===== config.mk =====
export PLATFORM = sky130hd
export DESIGN_NAME = quad_step_decoder
export DESIGN_NICKNAME = d
export VERILOG_FILES = /design/src/rtl/quad_step_pkg.sv /design/src/rtl/quad_input_filter.sv /design/src/rtl/quad_step_decoder.sv
export SDC_FILE = /design/constraint.sdc
export NUM_CORES = 1
export LEC_CHECK = 0
export CAP_MARGIN = 30
export CORE_ASPECT_RATIO = 1.1
export CORE_MARGIN = 1
export CORE_UTILIZATION = 32
export DETAILED_ROUTE_END_ITERATION = 16
export SYNTH_ARGS = -nofsm -noshare
export SYNTH_HDL_FRONTEND = slang
export SYNTH_SLANG_ARGS = --single-unit

===== constraint.sdc =====
create_clock -name clk -period 1.7 [get_ports clk]
set_clock_uncertainty 0.2 [all_clocks]
set_input_delay 0.17 -clock clk [delete_from_list [all_inputs] [get_ports clk]]
set_output_delay 0.17 -clock clk [all_outputs]
set_load 0.02 [all_outputs]

===== src/rtl/quad_step_pkg.sv =====
// Shared types for the quadrature step decoder: phase encoding, FSM states, Gray codes.
// Pure declarations; no logic, no latency, no backpressure.
package quad_step_pkg;

    typedef logic [1:0] phase_t;

    typedef enum logic {
        INIT = 1'b0,
        RUN  = 1'b1
    } state_t;

    localparam phase_t PH_00 = 2'b00;
    localparam phase_t PH_01 = 2'b01;
    localparam phase_t PH_11 = 2'b11;
    localparam phase_t PH_10 = 2'b10;

endpackage


===== src/rtl/quad_input_filter.sv =====
// One channel: 2-flop synchroniser plus stability filter; the counter doubles as the INIT timer.
// Latency: raw edge to filt is FILTER_CYCLES+1 edges; no backpressure (free-running).
module quad_input_filter #(
    parameter int FILTER_CYCLES = 4,
    localparam int CNT_W = $clog2(FILTER_CYCLES + 1)
) (
    input  logic clk,
    input  logic reset,
    input  logic raw,
    input  logic init,
    input  logic tick,
    output logic sync,
    output logic filt,
    output logic timer_done
);

    localparam logic [CNT_W-1:0] CNT_LAST  = CNT_W'(FILTER_CYCLES - 1);
    localparam logic [CNT_W-1:0] TIMER_END = CNT_W'(FILTER_CYCLES);

    logic             sync1;
    logic             sync2;
    logic             filt_q;
    logic [CNT_W-1:0] cnt;

    assign sync       = sync2;
    assign filt       = filt_q;
    assign timer_done = init && tick && (cnt == TIMER_END);

    always_ff @(posedge clk) begin
        if (reset) begin
            sync1  <= 1'b0;
            sync2  <= 1'b0;
            filt_q <= 1'b0;
            cnt    <= '0;
        end else begin
            sync1 <= raw;
            sync2 <= sync1;
            if (init) begin
                // Timer mode: filt is loaded directly from the synchroniser at the end.
                if (tick) begin
                    if (cnt == TIMER_END) begin
                        filt_q <= sync2;
                        cnt    <= '0;
                    end else begin
                        cnt <= cnt + CNT_W'(1);
                    end
                end
            end else if (sync2 == filt_q) begin
                cnt <= '0;
            end else if (cnt == CNT_LAST) begin
                filt_q <= sync2;
                cnt    <= '0;
            end else begin
                cnt <= cnt + CNT_W'(1);
            end
        end
    end

endmodule


===== src/rtl/quad_step_decoder.sv =====
// Quadrature A/B to clean one-cycle up/down/err pulses via sync, filter and Gray decoder.
// Latency: raw edge to pulse is FILTER_CYCLES+2 edges; no backpressure (pulses are fire-and-forget).
module quad_step_decoder
    import quad_step_pkg::*;
#(
    parameter int FILTER_CYCLES = 4
) (
    input  logic clk,
    input  logic reset,
    input  logic enc_a,
    input  logic enc_b,
    output logic up,
    output logic down,
    output logic err
);

    state_t state_q, state_d;
    phase_t prev_q, prev_d;
    phase_t phase;
    logic   up_d, down_d, err_d;
    logic   filt_a, filt_b, sync_a, sync_b;
    logic   done_a, done_b;
    logic   init;
    logic   timer_arm;

    assign init  = (state_q == INIT);
    assign phase = {filt_a, filt_b};

    quad_input_filter #(.FILTER_CYCLES(FILTER_CYCLES)) u_filt_a (
        .clk(clk), .reset(reset), .raw(enc_a), .init(init), .tick(timer_arm),
        .sync(sync_a), .filt(filt_a), .timer_done(done_a)
    );

    quad_input_filter #(.FILTER_CYCLES(FILTER_CYCLES)) u_filt_b (
        .clk(clk), .reset(reset), .raw(enc_b), .init(init), .tick(timer_arm),
        .sync(sync_b), .filt(filt_b), .timer_done(done_b)
    );

    always_comb begin
        state_d = state_q;
        prev_d  = prev_q;
        up_d    = 1'b0;
        down_d  = 1'b0;
        err_d   = 1'b0;
        case (state_q)
            INIT: begin
                if (done_a && done_b) begin
                    state_d = RUN;
                    prev_d  = {sync_a, sync_b};
                end
            end
            RUN: begin
                prev_d = phase;
                if ((prev_q ^ phase) == 2'b11) begin
                    err_d = 1'b1;
                end else begin
                    case ({prev_q, phase})
                        {PH_00, PH_01}, {PH_01, PH_11},
                        {PH_11, PH_10}, {PH_10, PH_00}: up_d   = 1'b1;
                        {PH_00, PH_10}, {PH_10, PH_11},
                        {PH_11, PH_01}, {PH_01, PH_00}: down_d = 1'b1;
                        default: ;
                    endcase
                end
            end
            default: state_d = INIT;
        endcase
    end

    // timer_arm delays the INIT timer by one edge so INIT spans FILTER_CYCLES+2 edges.
    always_ff @(posedge clk) begin
        if (reset) begin
            state_q   <= INIT;
            prev_q    <= PH_00;
            up        <= 1'b0;
            down      <= 1'b0;
            err       <= 1'b0;
            timer_arm <= 1'b0;
        end else begin
            state_q   <= state_d;
            prev_q    <= prev_d;
            up        <= up_d;
            down      <= down_d;
            err       <= err_d;
            timer_arm <= 1'b1;
        end
    end

endmodule


# Word level (Yosys, flattened, before mapping)
# Index checks and enable logic that the tools add are counted.
# totals
register_bits	19
out_inout_bits	3
# classes
n_addsub	2
n_eq_ne	20
n_mux	28
bitwise_logic	2
reduce_logical	13
# op_table
op	count
3-bit 2-to-1 mux	10
4-bit equality test, second input constant	4
1-bit 2-to-1 mux	16
4-bit by 3-bit equality test with 1-bit output, second input constant	2
4-bit AND reduction	2
4-bit OR reduction	2
3-bit by 1-bit adder with 3-bit output, second input constant	2
3-bit by 2-bit equality test with 1-bit output, second input constant	2
3-bit equality test, second input constant	2
2-bit != test, second input constant	3
2-bit nonzero test	3
4-bit by 1-bit equality test with 1-bit output, second input constant	1
4-bit by 2-bit equality test with 1-bit output, second input constant	1
1-bit logical AND	4
2-bit by 1-bit != test with 1-bit output, second input constant	2
2-bit case mux with 2 select lines	1
3-bit OR reduction	1
1-bit equality test	2
2-bit equality test, second input constant	1
2-bit 2-to-1 mux	1
2-bit OR reduction	1
2-bit bitwise XOR	1
1-bit NOT	1

# Depth between registers and ports, before layout
# Gate-level depths: netlist of run 1.
# logic_depth
word_depth	6
depth_mapped	6
ltp_nobuf	6

# Cells and area by module
# From an unflattened synthesis of run 1, not the netlist that was laid out.
# hier_totals
hier_cells	101
hier_area_um2	967.2
# by_module_without_submodules
mod	instances	cells_each	area_per_inst_um2	seq_area_each_um2
quad_input_filter	2	37	339.1	120.1
quad_step_decoder	1	27	289.0	140.1

# Least setup slack after synthesis of run 1
# Ideal clock, no wire load.
# synth_path
path_type	reg2reg
start	reg u_filt_b.cnt[0]
end	reg prev_q[0]
setup_ns	0.116
arrival_time_ns	1.236
required_time_ns	1.384
slack_ns	0.148
path_stages_with_launch	7
n_path_buf	0
synth_period_minus_slack_ns	1.552
path_cell_list	dfxtp_1 > inv_1 > ha_1 > and3_4 > a31oi_4 > nor3_1 > a31o_2
# synth_via
elab_chain_len	4
# synth_lines
element	line	source
from (decl)	quad_input_filter.sv:23	logic [CNT_W-1:0] cnt;
from (signal assigned)	quad_input_filter.sv:45	cnt <= cnt + CNT_W'(1);
from (signal assigned)	quad_input_filter.sv:54	cnt <= cnt + CNT_W'(1);
3-bit equality test	quad_input_filter.sv:27	assign timer_done = init && tick && (cnt == TIMER_END);
1-bit logical AND	quad_input_filter.sv:27	
1-bit logical AND	quad_step_decoder.sv:47	if (done_a && done_b) begin
2-bit != test (no line)	--	
to (signal assigned)	quad_step_decoder.sv:81	prev_q <= prev_d;
to (decl)	quad_step_decoder.sv:18	phase_t prev_q, prev_d;
# Every way passes these cells.
# A chain may end at the register's enable or synchronous reset.

# Worst setup path in the final report of run 1
# layout_path
start	reg u_filt_a.cnt[0]
end	reg u_filt_a.cnt[2]
# layout_via
elab_chain_len	4
word_cells_on_any_way	8
cone_classes	1 x add/sub; 2 x eq/ne; 5 x mux
# layout_lines
element	line	source
from (decl)	quad_input_filter.sv:23	
from (signal assigned)	quad_input_filter.sv:45	
from (signal assigned)	quad_input_filter.sv:54	
3-bit by 1-bit adder with 3-bit output, or another cell as far along	quad_input_filter.sv:45, quad_input_filter.sv:54	
3-bit 2-to-1 mux (on tied branches)	quad_input_filter.sv:41, quad_input_filter.sv:50	
3-bit 2-to-1 mux (on tied branches)	quad_input_filter.sv:40, quad_input_filter.sv:48	
3-bit 2-to-1 mux (*)	quad_input_filter.sv:38	if (init) begin
# Mark *: on every way between the ends. The rest lies on a longest branch, timed or not. The select of a mux whose other input is x is not followed.

==> parameters.txt, run 1 <==
Parameter                              Value

Outcome
  Result of the run    finished, final reports clean

Power
  Worst voltage drop across the vdd grid    0.000405 V
  LEAKAGE    between 0.4 and 0.5 nW
  Int Power    slightly below 600 uW
  Switching pwr    181 uW
  Power share of the clock group    28.6%
  Proportion of power drawn by combinational gates    10.1%
  Switch share    a little under a quarter
  Power density over the cells    between 700 and 800 mW/mm2
  Final total power    just under 800 uW
  Power share of the sequential group    61.3%

STA
  Setup slack of the critical path after layout    0.0900 ns
  RSZ-0062 raised after global routing    false
  Final-layout setup total negative slack    0 ns
  Minimum clock period    1.61 ns
  Highest attainable clock frequency    a little over 600 MHz
  Worst-margin pin slew    a little under 0.3 ns
  Max-slew violation count    0
  Finish-stage setup viols    0
  Headroom to the max-slew limit    between 80 and 90%
  Hold Vio Cnt, Final    0
  Fin crit share    between 90% and 100%

Routing
  Iteration-0 DRC count of the detailed router    16
  Post-DR vias/cell    around 4.8
  Remaining design rule violation count    0
  Detailed-router iteration count before antenna repair    4
  Final antenna-violating net count    0
  Via count of the routed design    702
  Routed wirelength normalized by instance count    between 10 and 15 um
  Total Wirelength    1620 um

Placed design
  Final estimated routing congestion in global placement    0.829
  Post-DP HPWL    between 1000 and 1500 um
  Pre-CTS setup slack    ~0.058 ns
  Port bufs    6

Die
  Overall die height    between 50 and 60 um
  Core area    approximately 0.0028 mm2
  FP Rows    20
  Initial cell density of the core    33.8%
  Die area    0.00315 mm2
  Width of the die    between 50 and 60 um
  Io pins    7

Yosys
  Synth warn    0
  Number of instances in the synthesized netlist    102
  Mapped Area    938 um2
  Sequential cell area fraction in the yosys report    between 40% and 50%
  Distinct cell type count of the synthesized netlist    24
  Post-synthesis average cell area    just over 9 um2
  Post-synthesis register bit count    19
  Post-synth net total    approximately 110

Cells and area
  Footprint of the multi-input gates    approximately 500 um2
  Share of post-route cells with drive strength above 1    a little over an eighth
  Growth of design area from synthesis to finish    17.2%
  Sequential cell area in the final layout    382 um2
  Share of the core filled with cells    roughly two fifths
  Antenna Diode Count    0
  Nets    126
  Number of fill cells in the layout    282
  Commonest non-fill, non-tap cells in the layout    sky130_fd_sc_hd__dfxtp_1 (18), sky130_fd_sc_hd__inv_1 (9)
  Most frequent standard cell in the layout excluding fill and tap cells    sky130_fd_sc_hd__dfxtp_1

CTS
  CTS sink cnt    19
  Cts bufs inserted    3
  Insertion delay to the later sink of the worst-skew pair    roughly 0.29 ns
  CTS hold repair buffers    0
  Clock transition at path regs    about 0.10 ns
  TritonCTS clock tree    yes
  Buffers from clock root to sink, at most    2
  Clock root buffer    sky130_fd_sc_hd__clkbuf_4
  Number of H-tree levels    1

Min path
  Min-delay worst type    input port to flop

Critical path
  Critical path startpoint category    flop
  Crit path required time    1.73 ns
  Critical setup path kind    flop to flop
  Signal arrival time at the worst endpoint    ~1.6 ns
  Maximum fanout along the worst path    4
  Setup crit end kind    flop

GRT
  Combined global-route utilization of all metal layers    between 10% and 20%
  Vias in the first global route    668
  Wire length of the first global-routing pass    2780 um
  Antenna violations before repair    0
  GR Util met2    21.8%
  Layer with the highest usage after global routing    met2
  Met1 demand-to-capacity share in global routing    13.6%
  Pin count of the biggest net entering global routing    20
  Overflow left after global routing    0
  Met3 track utilization from global routing    roughly 3.1%

Run
  Maximum Capacitance Violations    0
-- cell usage after synthesis (all sizes together) --
master / number / area, um2
nand2: 8 / 30.0
a21oi: 8 / 40.0
a31oi: 1 / 21.3
buf: 2 / 12.5
o22a: 2 / 17.5
nor2b: 4 / 25.0
ha: 8 / 100
and3: 3 / 23.8
xor2: 1 / 8.76
o21ai: 2 / 10.0
xnor2: 5 / 43.8
inv: 9 / 33.8
a31o: 2 / 17.5
nand3b: 2 / 15.0
nor2: 9 / 36.3
nor3: 6 / 30.0
clkbuf: 3 / 12.5
a41o: 2 / 20.0
mux2i: 6 / 60.1
dfxtp: 19 / 380
-- cells by family after synthesis --
kind of cell | Yosys count | synth area share (%)
AOI/OAI and AO/OA | 17 | 13.5
xor gates and xnor gates | 6 | 5.60
adders and majority gates | 8 | 10.7
buffers and inverters | 14 | 6.27
DFF | 19 | 40.5
muxes | 6 | 6.40
and+or+nand+nor | 32 | 17.1
-- repair_timing --
action,CTS,global route
gates resized for setup,0,1
setup endpoints to repair,0,2
hold endpoints to repair,0,0
setup buffers,0,0
-- path summary, 6_finish.rpt --
| kind | startpoint | endpoint | slack (ns) | cells after the start |
|---|---|---|---|---|
| worst max register to register | u_filt_a.cnt[0]$_SDFFE_PP0N_ | u_filt_a.cnt[2]$_SDFFE_PP0N_ | 0.09 | 6 |
| worst max-delay path | u_filt_a.cnt[0]$_SDFFE_PP0N_ | u_filt_a.cnt[2]$_SDFFE_PP0N_ | 0.09 | 6 |
| worst min-delay path | enc_b | u_filt_b.sync1$_SDFF_PP0_ | 0.22 | 2 |
| worst min register to register | u_filt_b.sync1$_SDFF_PP0_ | u_filt_b.sync$_SDFF_PP0_ | 0.25 | 1 |
-- layer usage --
layer / up-vias / part of all wire [%]
met5: - / 0
met4: 0 / 0
met3: 0 / 3.2
met2: 17 / 52
met1: 324 / 45
li1: 361 / -
-- layout make-up --
class                           instances  area share (%)
Tap cell                               33            3.75
Inverter                                9            3.07
Clock buffer                            4            2.39
Multi-Input combinational cell         69            45.4
Sequential cell                        19            34.7
Timing Repair Buffer                   12            10.7
-- worst max-delay path: stages, from the launching register on --
cell                      delay (ns)
sky130_fd_sc_hd__dfxtp_1        0.35
sky130_fd_sc_hd__ha_1           0.22
sky130_fd_sc_hd__ha_1           0.27
sky130_fd_sc_hd__a21oi_1        0.14
sky130_fd_sc_hd__mux2i_1        0.10
sky130_fd_sc_hd__o22a_1         0.21
sky130_fd_sc_hd__nor2_1         0.08
-- through the flow --
step	hold slack [ns]	cell area (um2)	instances
4_1_cts	0.214	1100	146
5_1_grt	0.215	1100	146
2_1_floorplan	0.0416	938	102
3_5_place_dp	0.226	1070	142
6_report	0.225	1100	146
3_3_place_gp	0.223	1070	142
-- flip-flops by register name, indices dropped and copies added, names as in the netlist --
register	cells
u_filt_a.filt	1
u_filt_a.sync1	1
u_filt_a.sync	1
u_filt_a.cnt	3
u_filt_b.sync	1
u_filt_b.sync1	1
timer_arm	1
up	1
u_filt_b.filt	1
prev_q	2
state_q	1
err	1
u_filt_b.cnt	3
down	1
-- power groups by stage --
stage	combinational (mW)	clock, mW	sequential (mW)
final	0.0781	0.221	0.473
after global routing	0.0878	0.256	0.476
after CTS	0.0791	0.235	0.473
after detailed placement	0.0785	0	0.483
after global placement	0.0762	0	0.482
after floorplan	0.0499	0	0.480
Power figures use the tool's default switching activity.
==> run 2: changes to the inputs <==
--- a/config.mk
+++ b/config.mk
@@ -10,6 +10,7 @@
 export CORE_MARGIN = 1
 export CORE_UTILIZATION = 32
 export DETAILED_ROUTE_END_ITERATION = 16
+export GPL_TIMING_DRIVEN = 0
 export SYNTH_ARGS = -nofsm -noshare
 export SYNTH_HDL_FRONTEND = slang
 export SYNTH_SLANG_ARGS = --single-unit
==> run 2 against run 1 <==
Global-route usage rose by 0.065 points; final cell count is 0.68% lower; first-iteration DRC count is 6.3% lower; design area shrank 2.8%; sequential power barely moved; via count is 0.85% higher; critical path type unchanged.
==> parameters.txt, run 2 (synthesis results as in run 1) <==
Parameter                              Value

Outcome
  Result of the run    finished, final reports clean

CTS
  Post-cts repair resize count    0 (unchanged)
  Clock transition at path regs    0.11 ns (about the same)
  Clock root buffer    sky130_fd_sc_hd__clkbuf_4
  CTS hold repair buffers    0 (unchanged)
  Number of H-tree levels    1 (unchanged)
  Insertion delay to the later sink of the worst-skew pair    0.29 ns (about the same)
  Cts bufs inserted    3 (unchanged)
  CTS sink cnt    19 (unchanged)
  Buffers from clock root to sink, at most    2 (unchanged)
  Number of setup buffers added after CTS    0 (unchanged)
  TritonCTS clock tree    yes

STA
  Final-layout setup total negative slack    0 ns (unchanged)
  Highest attainable clock frequency    617 MHz (-0.66%)
  Setup slack of the critical path after layout    0.0793 ns (-0.0108 ns)
  RSZ-0062 raised after global routing    false
  Fin crit share    95.3% (+0.63 points)
  Headroom to the max-slew limit    70.8% (-9.6 points)
  Max-slew violation count    0 (unchanged)
  Hold Vio Cnt, Final    0 (unchanged)
  Worst-margin pin slew    0.438 ns (+0.147 ns)
  Minimum clock period    1.62 ns (+0.0108 ns)
  Finish-stage setup viols    0 (unchanged)

Critical path
  Maximum fanout along the worst path    5 (+1)
  Slowest cell on crit path    sky130_fd_sc_hd__dfxtp_2
  Worst-path cell chain    inv_1 > ha_1 > and3_4 > a31oi_4 > nor3_1 > a31o_2
  Worst r2r src    u_filt_b.cnt[0]$_SDFFE_PP0N_
  Critical setup path kind    flop to flop
  Top Family by Delay on Critical Path    compound AO/OA/AOI/OAI gates
  Largest stage delay on the critical path    0.36 ns (about the same)
  Crit path required time    1.70 ns (-0.03 ns)
  Critical path startpoint category    flop
  Launching instance or port of the critical path    u_filt_b.cnt[0]$_SDFFE_PP0N_
  Signal arrival time at the worst endpoint    1.62 ns (-0.02 ns)
  Setup crit end kind    flop
  Combined buffer and inverter count along the critical path    1 (+1)
  Flop2flop setup slack    0.08 ns (about the same)

GRT
  Wire length of the first global-routing pass    2770 um (-0.50%)
  Layer with the highest usage after global routing    met2
  Pin count of the biggest net entering global routing    12 (-40%)
  Vias in the first global route    690 (+3.3%)
  GR Util met2    20.5% (-1.3 points)
  Met1 demand-to-capacity share in global routing    13.6% (+0.043 points)
  Overflow left after global routing    0 (unchanged)
  Combined global-route utilization of all metal layers    12.1% (+0.065 points)
  Antenna violations before repair    0 (unchanged)
  Met3 track utilization from global routing    3.10% (unchanged)

Cells and area
  Commonest non-fill, non-tap cells in the layout    sky130_fd_sc_hd__dfxtp_1 (18), sky130_fd_sc_hd__inv_1 (9)
  Share of the core filled with cells    38.5% (-1.1 points)
  Antenna Diode Count    0 (unchanged)
  Growth of design area from synthesis to finish    13.9%
  Post-Layout Cell Count    145 (-0.68%)
  Sequential cell area in the final layout    382 um2 (unchanged)
  Most frequent standard cell in the layout excluding fill and tap cells    sky130_fd_sc_hd__dfxtp_1
  Number of fill cells in the layout    287 (+1.8%)
  Largest registers    u_filt_a.cnt (3), u_filt_b.cnt (3), prev_q (2)
  Nets    125 (-0.79%)
  Share of post-route cells with drive strength above 1    11.6% (-1.7 points)
  Footprint of the multi-input gates    499 um2 (unchanged)

Min path
  Launch instance of the worst min-delay path    enc_b
  Min-delay worst type    input port to flop

Power
  Power density over the cells    715 mW/mm2 (+1.8%)
  Switching pwr    182 uW (+0.55%)
  Int Power    581 uW (-1.6%)
  Proportion of power drawn by combinational gates    9.3% (-0.8 points)
  Power share of the clock group    28.8% (+0.2 points)
  Worst voltage drop across the vdd grid    0.000350 V (-14%)
  Power share of the sequential group    62.0% (+0.7 points)
  LEAKAGE    0.408 nW (-2.9%)
  Final total power    764 uW (-1.1%)
  Switch share    23.9% (+0.39 points)

Routing
  Routed wirelength normalized by instance count    11.2 um (+0.81%)
  Total Wirelength    1620 um (+0.12%)
  Remaining design rule violation count    0 (unchanged)
  Post-DR vias/cell    4.88 (+1.6%)
  Detailed-router iteration count before antenna repair    4 (unchanged)
  Final antenna-violating net count    0 (unchanged)
  Iteration-0 DRC count of the detailed router    15 (-1)
  Via count of the routed design    708 (+0.85%)

Die
  Io pins    7 (unchanged)
  FP Rows    20 (unchanged)
  Die area    0.00315 mm2 (unchanged)
  Overall die height    58.8 um (unchanged)
  Initial cell density of the core    33.8% (unchanged)
  Width of the die    53.6 um (unchanged)
  Core area    0.00278 mm2 (unchanged)

Placed design
  Port bufs    6 (unchanged)
  Pre-CTS setup slack    0.00821 ns (-0.0495 ns)
  Final estimated routing congestion in global placement    0.795 (-4.1%)
  DP Cell Count    141 (-0.70%)
  Post-DP HPWL    1210 um (-3.3%)

Run
  Maximum Capacitance Violations    0 (unchanged)
-- run 2: cell count changes in the layout (fill, tap and decap cells not counted) --
cell,delta
sky130_fd_sc_hd__buf_12,-1
sky130_fd_sc_hd__buf_2,+1
sky130_fd_sc_hd__buf_4,-4
sky130_fd_sc_hd__clkbuf_1,+1
sky130_fd_sc_hd__clkbuf_2,+1
sky130_fd_sc_hd__clkinv_2,+1
-- run 2: power groups by stage --
stage / clock [mW] / sequential (mW) / combinational, mW
floorplan: 0 / 0.480 / 0.0499
global placement: 0 / 0.483 / 0.0679
detailed placement: 0 / 0.484 / 0.0709
CTS: 0.233 / 0.473 / 0.0716
global route: 0.250 / 0.476 / 0.0804
finish: 0.220 / 0.473 / 0.0707
-- run 2: per-stage QoR --
stage | instance area (um2) | hold WS, ns
final | 1070 | 0.219
after global routing | 1070 | 0.225
after CTS | 1070 | 0.210
after detailed placement | 1040 | 0.226
after global placement | 1040 | 0.224
after floorplan | 938 | 0.0416
-- run 2: per-layer routing --
| metal | vias up | part of all wire [%] |
|---|---|---|
| li1 | 362 | - |
| met4 | 0 | 1.4 |
| met3 | 4 | 2.0 |
| met1 | 333 | 46 |
| met5 | - | 0 |
| met2 | 9 | 50 |
-- run 2: cell type report --
| class | instances | area share, % |
|---|---|---|
| buffer | 5 | 2.34 |
| timing repair buffer | 6 | 5.62 |
| multi-input combinational | 69 | 46.7 |
| clock buffer | 3 | 2.11 |
| tap | 33 | 3.86 |
| sequential | 19 | 35.7 |
| clock inverter | 1 | 0.468 |
| inverter | 9 | 3.16 |
-- run 2: worst paths after layout --
check                                   end  depth (start not counted)
hold reg to reg    u_filt_a.sync$_SDFF_PP0_                          1
hold / removal    u_filt_b.sync1$_SDFF_PP0_                          2
setup / recovery     prev_q[0]$_SDFFE_PP0P_                          6
setup reg to reg     prev_q[0]$_SDFFE_PP0P_                          6
==> run 3: changes to the inputs <==
--- a/config.mk
+++ b/config.mk
@@ -9,6 +9,7 @@
 export CORE_ASPECT_RATIO = 1.1
 export CORE_MARGIN = 1
 export CORE_UTILIZATION = 32
+export CTS_CLUSTER_SIZE = 30
 export DETAILED_ROUTE_END_ITERATION = 16
 export GPL_TIMING_DRIVEN = 0
 export SYNTH_ARGS = -nofsm -noshare
==> results of run 3 <==
Same layout as run 2: the final DEF is identical, and so are final timing and power.
